<file path="config.mk">
export PLATFORM = sky130hd
export DESIGN_NAME = int_ctrl_flat
export DESIGN_NICKNAME = d
export VERILOG_FILES = /design/src/rtl/int_ctrl_if.sv /design/src/rtl/int_ctrl.sv /design/src/flat_wrapper.sv
export SDC_FILE = /design/constraint.sdc
export NUM_CORES = 1
export LEC_CHECK = 0
export ABC_AREA = 1
export ABC_CLOCK_PERIOD_IN_PS = 1100
export BUFFER_PORTS_ARGS = -buffer_cell sky130_fd_sc_hd__buf_2
export CAP_MARGIN = 40
export CORE_MARGIN = 2
export CORE_UTILIZATION = 48
export CTS_BUF_LIST = sky130_fd_sc_hd__clkbuf_4 sky130_fd_sc_hd__clkbuf_8
export CTS_CLUSTER_SIZE = 10
export DETAILED_ROUTE_END_ITERATION = 12
export PLACE_DENSITY = 0.85
export SYNTH_ARGS = -nofsm -noshare
export SYNTH_HDL_FRONTEND = slang
export SYNTH_SLANG_ARGS = --single-unit
</file>
<file path="constraint.sdc">
create_clock -name clk -period 1.1 [get_ports clk]
set_input_delay 0.11 -clock clk [delete_from_list [all_inputs] [get_ports clk]]
set_output_delay 0.11 -clock clk [all_outputs]
set_load 0.02 [all_outputs]
</file>
<file path="src/rtl/int_ctrl_if.sv">
// Bundle of request lines, mask programming and CPU handshake signals
// between the peripherals/CPU and the interrupt controller.
interface int_ctrl_if #(
  parameter int N_SRC = 4,
  parameter int VEC_W = 10
);
  logic [N_SRC-1:0] irq_src;
  logic             mask_we;
  logic [N_SRC-1:0] mask_wdata;
  logic             int_ack;
  logic             int_eoi;
  logic             int_req;
  logic [VEC_W-1:0] int_vec;
  logic             in_service;
  logic [N_SRC-1:0] pending;
  logic [N_SRC-1:0] mask;

  // Peripheral/CPU side
  modport master (
    output irq_src, mask_we, mask_wdata, int_ack, int_eoi,
    input  int_req, int_vec, in_service, pending, mask
  );

  // Controller side
  modport slave (
    input  irq_src, mask_we, mask_wdata, int_ack, int_eoi,
    output int_req, int_vec, in_service, pending, mask
  );
endinterface

</file>
<file path="src/rtl/int_ctrl.sv">
// Non-nesting interrupt controller: rising-edge latching, maskable fixed
// priority (lowest index wins) and a req/ack/eoi handshake with the CPU.
module int_ctrl #(
  parameter int               N_SRC    = 4,
  parameter int               VEC_W    = 10,
  parameter logic [VEC_W-1:0] VEC_BASE = 10'h3F0
) (
  input logic       clk,
  input logic       reset,
  int_ctrl_if.slave bus
);
  localparam int SEL_W = (N_SRC > 1) ? $clog2(N_SRC) : 1;
  localparam logic [N_SRC-1:0] ONE_HOT0 = {{(N_SRC-1){1'b0}}, 1'b1};

  localparam logic [1:0] IDLE    = 2'd0;
  localparam logic [1:0] REQ     = 2'd1;
  localparam logic [1:0] SERVICE = 2'd2;

  logic [N_SRC-1:0] irq_q;
  logic [N_SRC-1:0] pend;
  logic [N_SRC-1:0] mask_reg;
  logic [1:0]       state;
  logic [SEL_W-1:0] sel;
  logic             req;
  logic [VEC_W-1:0] vec;
  logic             svc;

  logic [N_SRC-1:0] edges;
  logic [N_SRC-1:0] eligible;
  logic [N_SRC-1:0] clr;
  logic [SEL_W-1:0] win;
  logic             any_eligible;
  logic             ack_take;

  // Edge detection, arbitration and the pending-clear mask for an accepted ack
  always_comb begin
    edges        = bus.irq_src & ~irq_q;
    eligible     = pend & mask_reg;
    any_eligible = |eligible;
    ack_take     = (state == REQ) && bus.int_ack;
    win          = '0;
    // Scan high to low so the lowest set index is the last one written
    for (int i = N_SRC - 1; i >= 0; i--) begin
      if (eligible[i]) begin
        win = SEL_W'(i);
      end else begin
        win = win;
      end
    end
    if (ack_take) begin
      clr = ONE_HOT0 << sel;
    end else begin
      clr = '0;
    end
  end

  // Request-line history and pending bits; a fresh edge beats a same-cycle clear
  always_ff @(posedge clk or posedge reset) begin
    if (reset) begin
      irq_q <= '0;
      pend  <= '0;
    end else begin
      irq_q <= bus.irq_src;
      pend  <= (pend & ~clr) | edges;
    end
  end

  // Mask register, writable in any state
  always_ff @(posedge clk or posedge reset) begin
    if (reset) begin
      mask_reg <= '0;
    end else if (bus.mask_we) begin
      mask_reg <= bus.mask_wdata;
    end else begin
      mask_reg <= mask_reg;
    end
  end

  // Handshake FSM; sel and vec are frozen from request until end of service
  always_ff @(posedge clk or posedge reset) begin
    if (reset) begin
      state <= IDLE;
      sel   <= '0;
      req   <= 1'b0;
      vec   <= '0;
      svc   <= 1'b0;
    end else begin
      case (state)
        IDLE: begin
          if (any_eligible) begin
            sel   <= win;
            vec   <= VEC_BASE + VEC_W'(win);
            req   <= 1'b1;
            state <= REQ;
          end
        end
        REQ: begin
          if (bus.int_ack) begin
            req   <= 1'b0;
            svc   <= 1'b1;
            state <= SERVICE;
          end
        end
        SERVICE: begin
          if (bus.int_eoi) begin
            svc   <= 1'b0;
            state <= IDLE;
          end
        end
        default: begin
          req   <= 1'b0;
          svc   <= 1'b0;
          state <= IDLE;
        end
      endcase
    end
  end

  assign bus.int_req    = req;
  assign bus.int_vec    = vec;
  assign bus.in_service = svc;
  assign bus.pending    = pend;
  assign bus.mask       = mask_reg;
endmodule

</file>
<file path="src/flat_wrapper.sv">
// flat-port wrapper written by rule: the top's interface ports become plain ports
module int_ctrl_flat 
#(
  parameter int               N_SRC    = 4,
  parameter int               VEC_W    = 10,
  parameter logic [VEC_W-1:0] VEC_BASE = 10'h3F0
)
  (clk, reset, bus_irq_src, bus_mask_we, bus_mask_wdata, bus_int_ack, bus_int_eoi, bus_int_req, bus_int_vec, bus_in_service, bus_pending, bus_mask);
  int_ctrl_if #(.N_SRC(N_SRC), .VEC_W(VEC_W)) bus_i ();
  input logic clk;
  input logic reset;
  input wire logic [$bits(bus_i.irq_src)-1:0] bus_irq_src;
  input wire logic [$bits(bus_i.mask_we)-1:0] bus_mask_we;
  input wire logic [$bits(bus_i.mask_wdata)-1:0] bus_mask_wdata;
  input wire logic [$bits(bus_i.int_ack)-1:0] bus_int_ack;
  input wire logic [$bits(bus_i.int_eoi)-1:0] bus_int_eoi;
  output wire logic [$bits(bus_i.int_req)-1:0] bus_int_req;
  output wire logic [$bits(bus_i.int_vec)-1:0] bus_int_vec;
  output wire logic [$bits(bus_i.in_service)-1:0] bus_in_service;
  output wire logic [$bits(bus_i.pending)-1:0] bus_pending;
  output wire logic [$bits(bus_i.mask)-1:0] bus_mask;
  assign bus_i.irq_src = bus_irq_src;
  assign bus_i.mask_we = bus_mask_we;
  assign bus_i.mask_wdata = bus_mask_wdata;
  assign bus_i.int_ack = bus_int_ack;
  assign bus_i.int_eoi = bus_int_eoi;
  assign bus_int_req = bus_i.int_req;
  assign bus_int_vec = bus_i.int_vec;
  assign bus_in_service = bus_i.in_service;
  assign bus_pending = bus_i.pending;
  assign bus_mask = bus_i.mask;
  int_ctrl #(.N_SRC(N_SRC), .VEC_W(VEC_W), .VEC_BASE(VEC_BASE)) u_core (.clk(clk), .reset(reset), .bus(bus_i));
endmodule
</file>
==> results.yml <==
synth:
  synth_xor_area_share_pct: 0
  synthMuxAreaShare_pct: 5.68
  yosysUniqueCellTypes: 11
  ys_seq_area_share_pct: 59.9
  synthSimpleGateAreaFrac_pct: 15.3
  synth-seq-cells: 19
  synth-compound-area-share_pct: 7.26
  synth-adder-area-share_pct: 0
  synth_largest_area_cell: "dfrtp_1"
  yosysWarnings: 0
  netlist_area_um2: 793
  syn_inst: 82
  synth_top_family_by_area: "simple AND/OR/NAND/NOR gates"
  synth_area_per_cell_um2: 9.67
  synth_top_area_share_pct: 59.9
  yosys-top-cells-area: "dfrtp_1 (60%), nand2_1 (10%), buf_4 (6.6%), o21ai_0 (6.3%), mux2_2 (5.7%)"
placed_design:
  dpl.hpwl_mm: 1.13
  pre_cts_ws_ns: -0.00214
  io_buffers: 30
  placed_area_um2: 922
  place.gp.congestion: 0.770
  dp.cells: 123
floorplanning:
  design.die.area_mm2: 0.00199
  die_height_um: 44.7
  fp.dieW_um: 44.7
  core_mm2: 0.00152
  io_pins: 33
  start_util_pct: 52.1
  row_count: 14
critical_path:
  cp_cell_sequence: "nor2_2 > nand2_2 > buf_4 > o211ai_1"
  crit_required_ns: 1.32
  reg2regPathDepth: 4
  cp_slowest_cell: "dfrtp_1"
  startpoint: "u_core.state[1]"
  crit_family: "flip-flops"
  critPathMaxFanout: 5
  r2r-end: "u_core.state[0]"
  rrSetupSlack_ns: 0.008
  max_stage_delay_ns: 0.46
  cp_data_arrival_time_ns: 1.31
  crit_type: "flip-flop to flip-flop"
  crit_buf_inv: 1
  r2r_start: "u_core.state[1]"
  start_kind: "flip-flop"
  critical_path.endpoint_type: "flip-flop"
power:
  p_sw_share_pct: 40.4
  p_int_mw: 1.54
  ir_drop_uv: 1510
  power.total_mw: 2.58
  p_switching_mw: 1.04
  power_leakage_nw: 0.570
  share_seq_of_total_power_pct: 41.2
  powerDensity_mw_per_mm2: 2350
  clkPwrFrac_pct: 14.5
  pwr-share-comb_pct: 44.4
finish:
  layout.nets: 138
  insertedDiodeCount: 0
  drive_gt1_share_pct: 46.8
  area.growth.synth_to_final_pct: 38.6
  fillCellCount: 118
  final_area_mm2: 0.00110
  instances_no_fill: 140
  finish.utilization_pct: 72.2
clock_network:
  clockBufferDepth: 2
  clock_sinks: 19
  cts_tree: "yes"
  insertion_delay_ns: 0.29
  clock_tree.root_cell: "clkbuf_4"
  htreeDepth: 1
  cts-buffers-inserted: 3
  clk_pin_slew_ns: 0.10
global_routing:
  grt_pass1_wl_mm: 2.62
  grtUsageTotal_pct: 18.0
  grt_pass1_vias: 625
  grt_max_degree: 20
  antenna_found_initial: 0
  gr-total-overflow: 0
timing:
  holdWs_ns: 0.0287
  finalSetupViolCount: 0
  fin_crit_sh_pct: 99.3
  fin_ws_ns: 0.00802
  max_freq_mhz: 916
  final-hold-violation-count: 0
  slew_violations: 0
  finalClockSkew_ns: 0.00235
  period_minus_slack_ns: 1.09
  finalSetupTns_ns: 0
route:
  routed_wl_mm: 1.64
  viasPerCell: 5.04
  vias: 706
  dr.pass1.iters: 4
  wl_per_cell_um: 11.7
  drc_errors: 0
  drtIter0Drc: 6
  ant_nets: 0
min_path:
  min_from: "bus_int_eoi"
  whs_path_depth: 2
  hold_end: "u_core.state[1]"
  hold_path.class: "primary input to flip-flop"
run:
  max-cap-violations: 0
outcome:
  outcome: "completed"
[kinds of logic (layout without fill, tap and decap cells)]
kind of cell,Yosys count,count (layout)
buffers and inverters,17,58
multiplexers,4,4
AO/OA/AOI/OAI,11,11
AND/OR/NAND/NOR,30,30
other,1,2
flip-flops,19,19
[repair_timing]
action / in CTS / in global routing
pin swaps: 0 / 3
setup buffers: 0 / 8
hold endpoints to repair: 23 / 0
hold buffers: 5 / 0
gates resized for setup: 3 / 15
setup endpoints to repair: 5 / 7
[worst max-delay path by stage]
| stage | end | slack [ns] | cells after the start |
|---|---|---|---|
| final | u_core.state[0] | 0.008 | 4 |
| after global routing | u_core.sel[0] | -0.02 | 5 |
| after CTS | u_core.bus.int_vec[8] | 0.0005 | 5 |
| after detailed placement | u_core.bus.pending[0] | -0.002 | 4 |
| after global placement | u_core.bus.int_vec[8] | 0.03 | 5 |
| after floorplan | u_core.bus.int_vec[8] | 0.002 | 5 |
[placed cells by master, fill, tap and decap left out]
cell	n
nand2_1	16
conb_1	2
inv_1	9
nor2_2	1
mux2_2	4
or2_1	1
inv_2	1
nand3_1	5
buf_2	30
buf_4	9
o21ai_2	2
nor2_4	1
o211ai_1	1
dlygate4sd3_1	5
nand2_2	5
dfrtp_1	19
clkbuf_4	4
o21ai_0	5
nand2_4	1
o21ai_1	3
[cell usage after synthesis]
| library cell | number |
|---|---|
| nand3_1 | 5 |
| or2_1 | 1 |
| buf_4 | 7 |
| nand2_1 | 22 |
| conb_1 | 1 |
| mux2_2 | 4 |
| inv_1 | 10 |
| o21ai_0 | 10 |
| dfrtp_1 | 19 |
| nor2_1 | 2 |
| o211ai_1 | 1 |
[cell type report]
type | count | area (µm²) | area share, %
Inverter | 10 | 37.5 | 3.41
Multi-Input combinational cell | 47 | 269 | 24.5
Clock buffer | 4 | 30.0 | 2.73
Tap cell | 16 | 20.0 | 1.82
Timing Repair Buffer | 44 | 268 | 24.3
Sequential cell | 19 | 475 | 43.2
[worst register-to-register path, stage by stage, from the launching register on]
cell and delay [ns]:
dfrtp_1 0.46, nor2_2 0.23, nand2_2 0.11, buf_4 0.14
o211ai_1 0.08
[routing by layer]
| metal | vias to the layer above | routed length (µm) | global-route usage (%) |
|---|---|---|---|
| met1 | 332 | 681 | 24.7 |
| met4 | 0 | 41 | 7.27 |
| met5 | - | 0 | 0 |
| met3 | 5 | 137 | 4.08 |
| li1 | 333 | - | - |
| met2 | 36 | 779 | 27.8 |
[power groups by stage]
stage	clock network [mW]	registers, mW	logic [mW]
after global placement	0	1.04	0.797
after detailed placement	0	1.05	0.830
final	0.374	1.06	1.14
after floorplan	0	1.19	0.405
after CTS	0.377	1.04	0.873
after global routing	0.409	1.08	1.27
No activity file was read; power rests on OpenSTA's default activity.
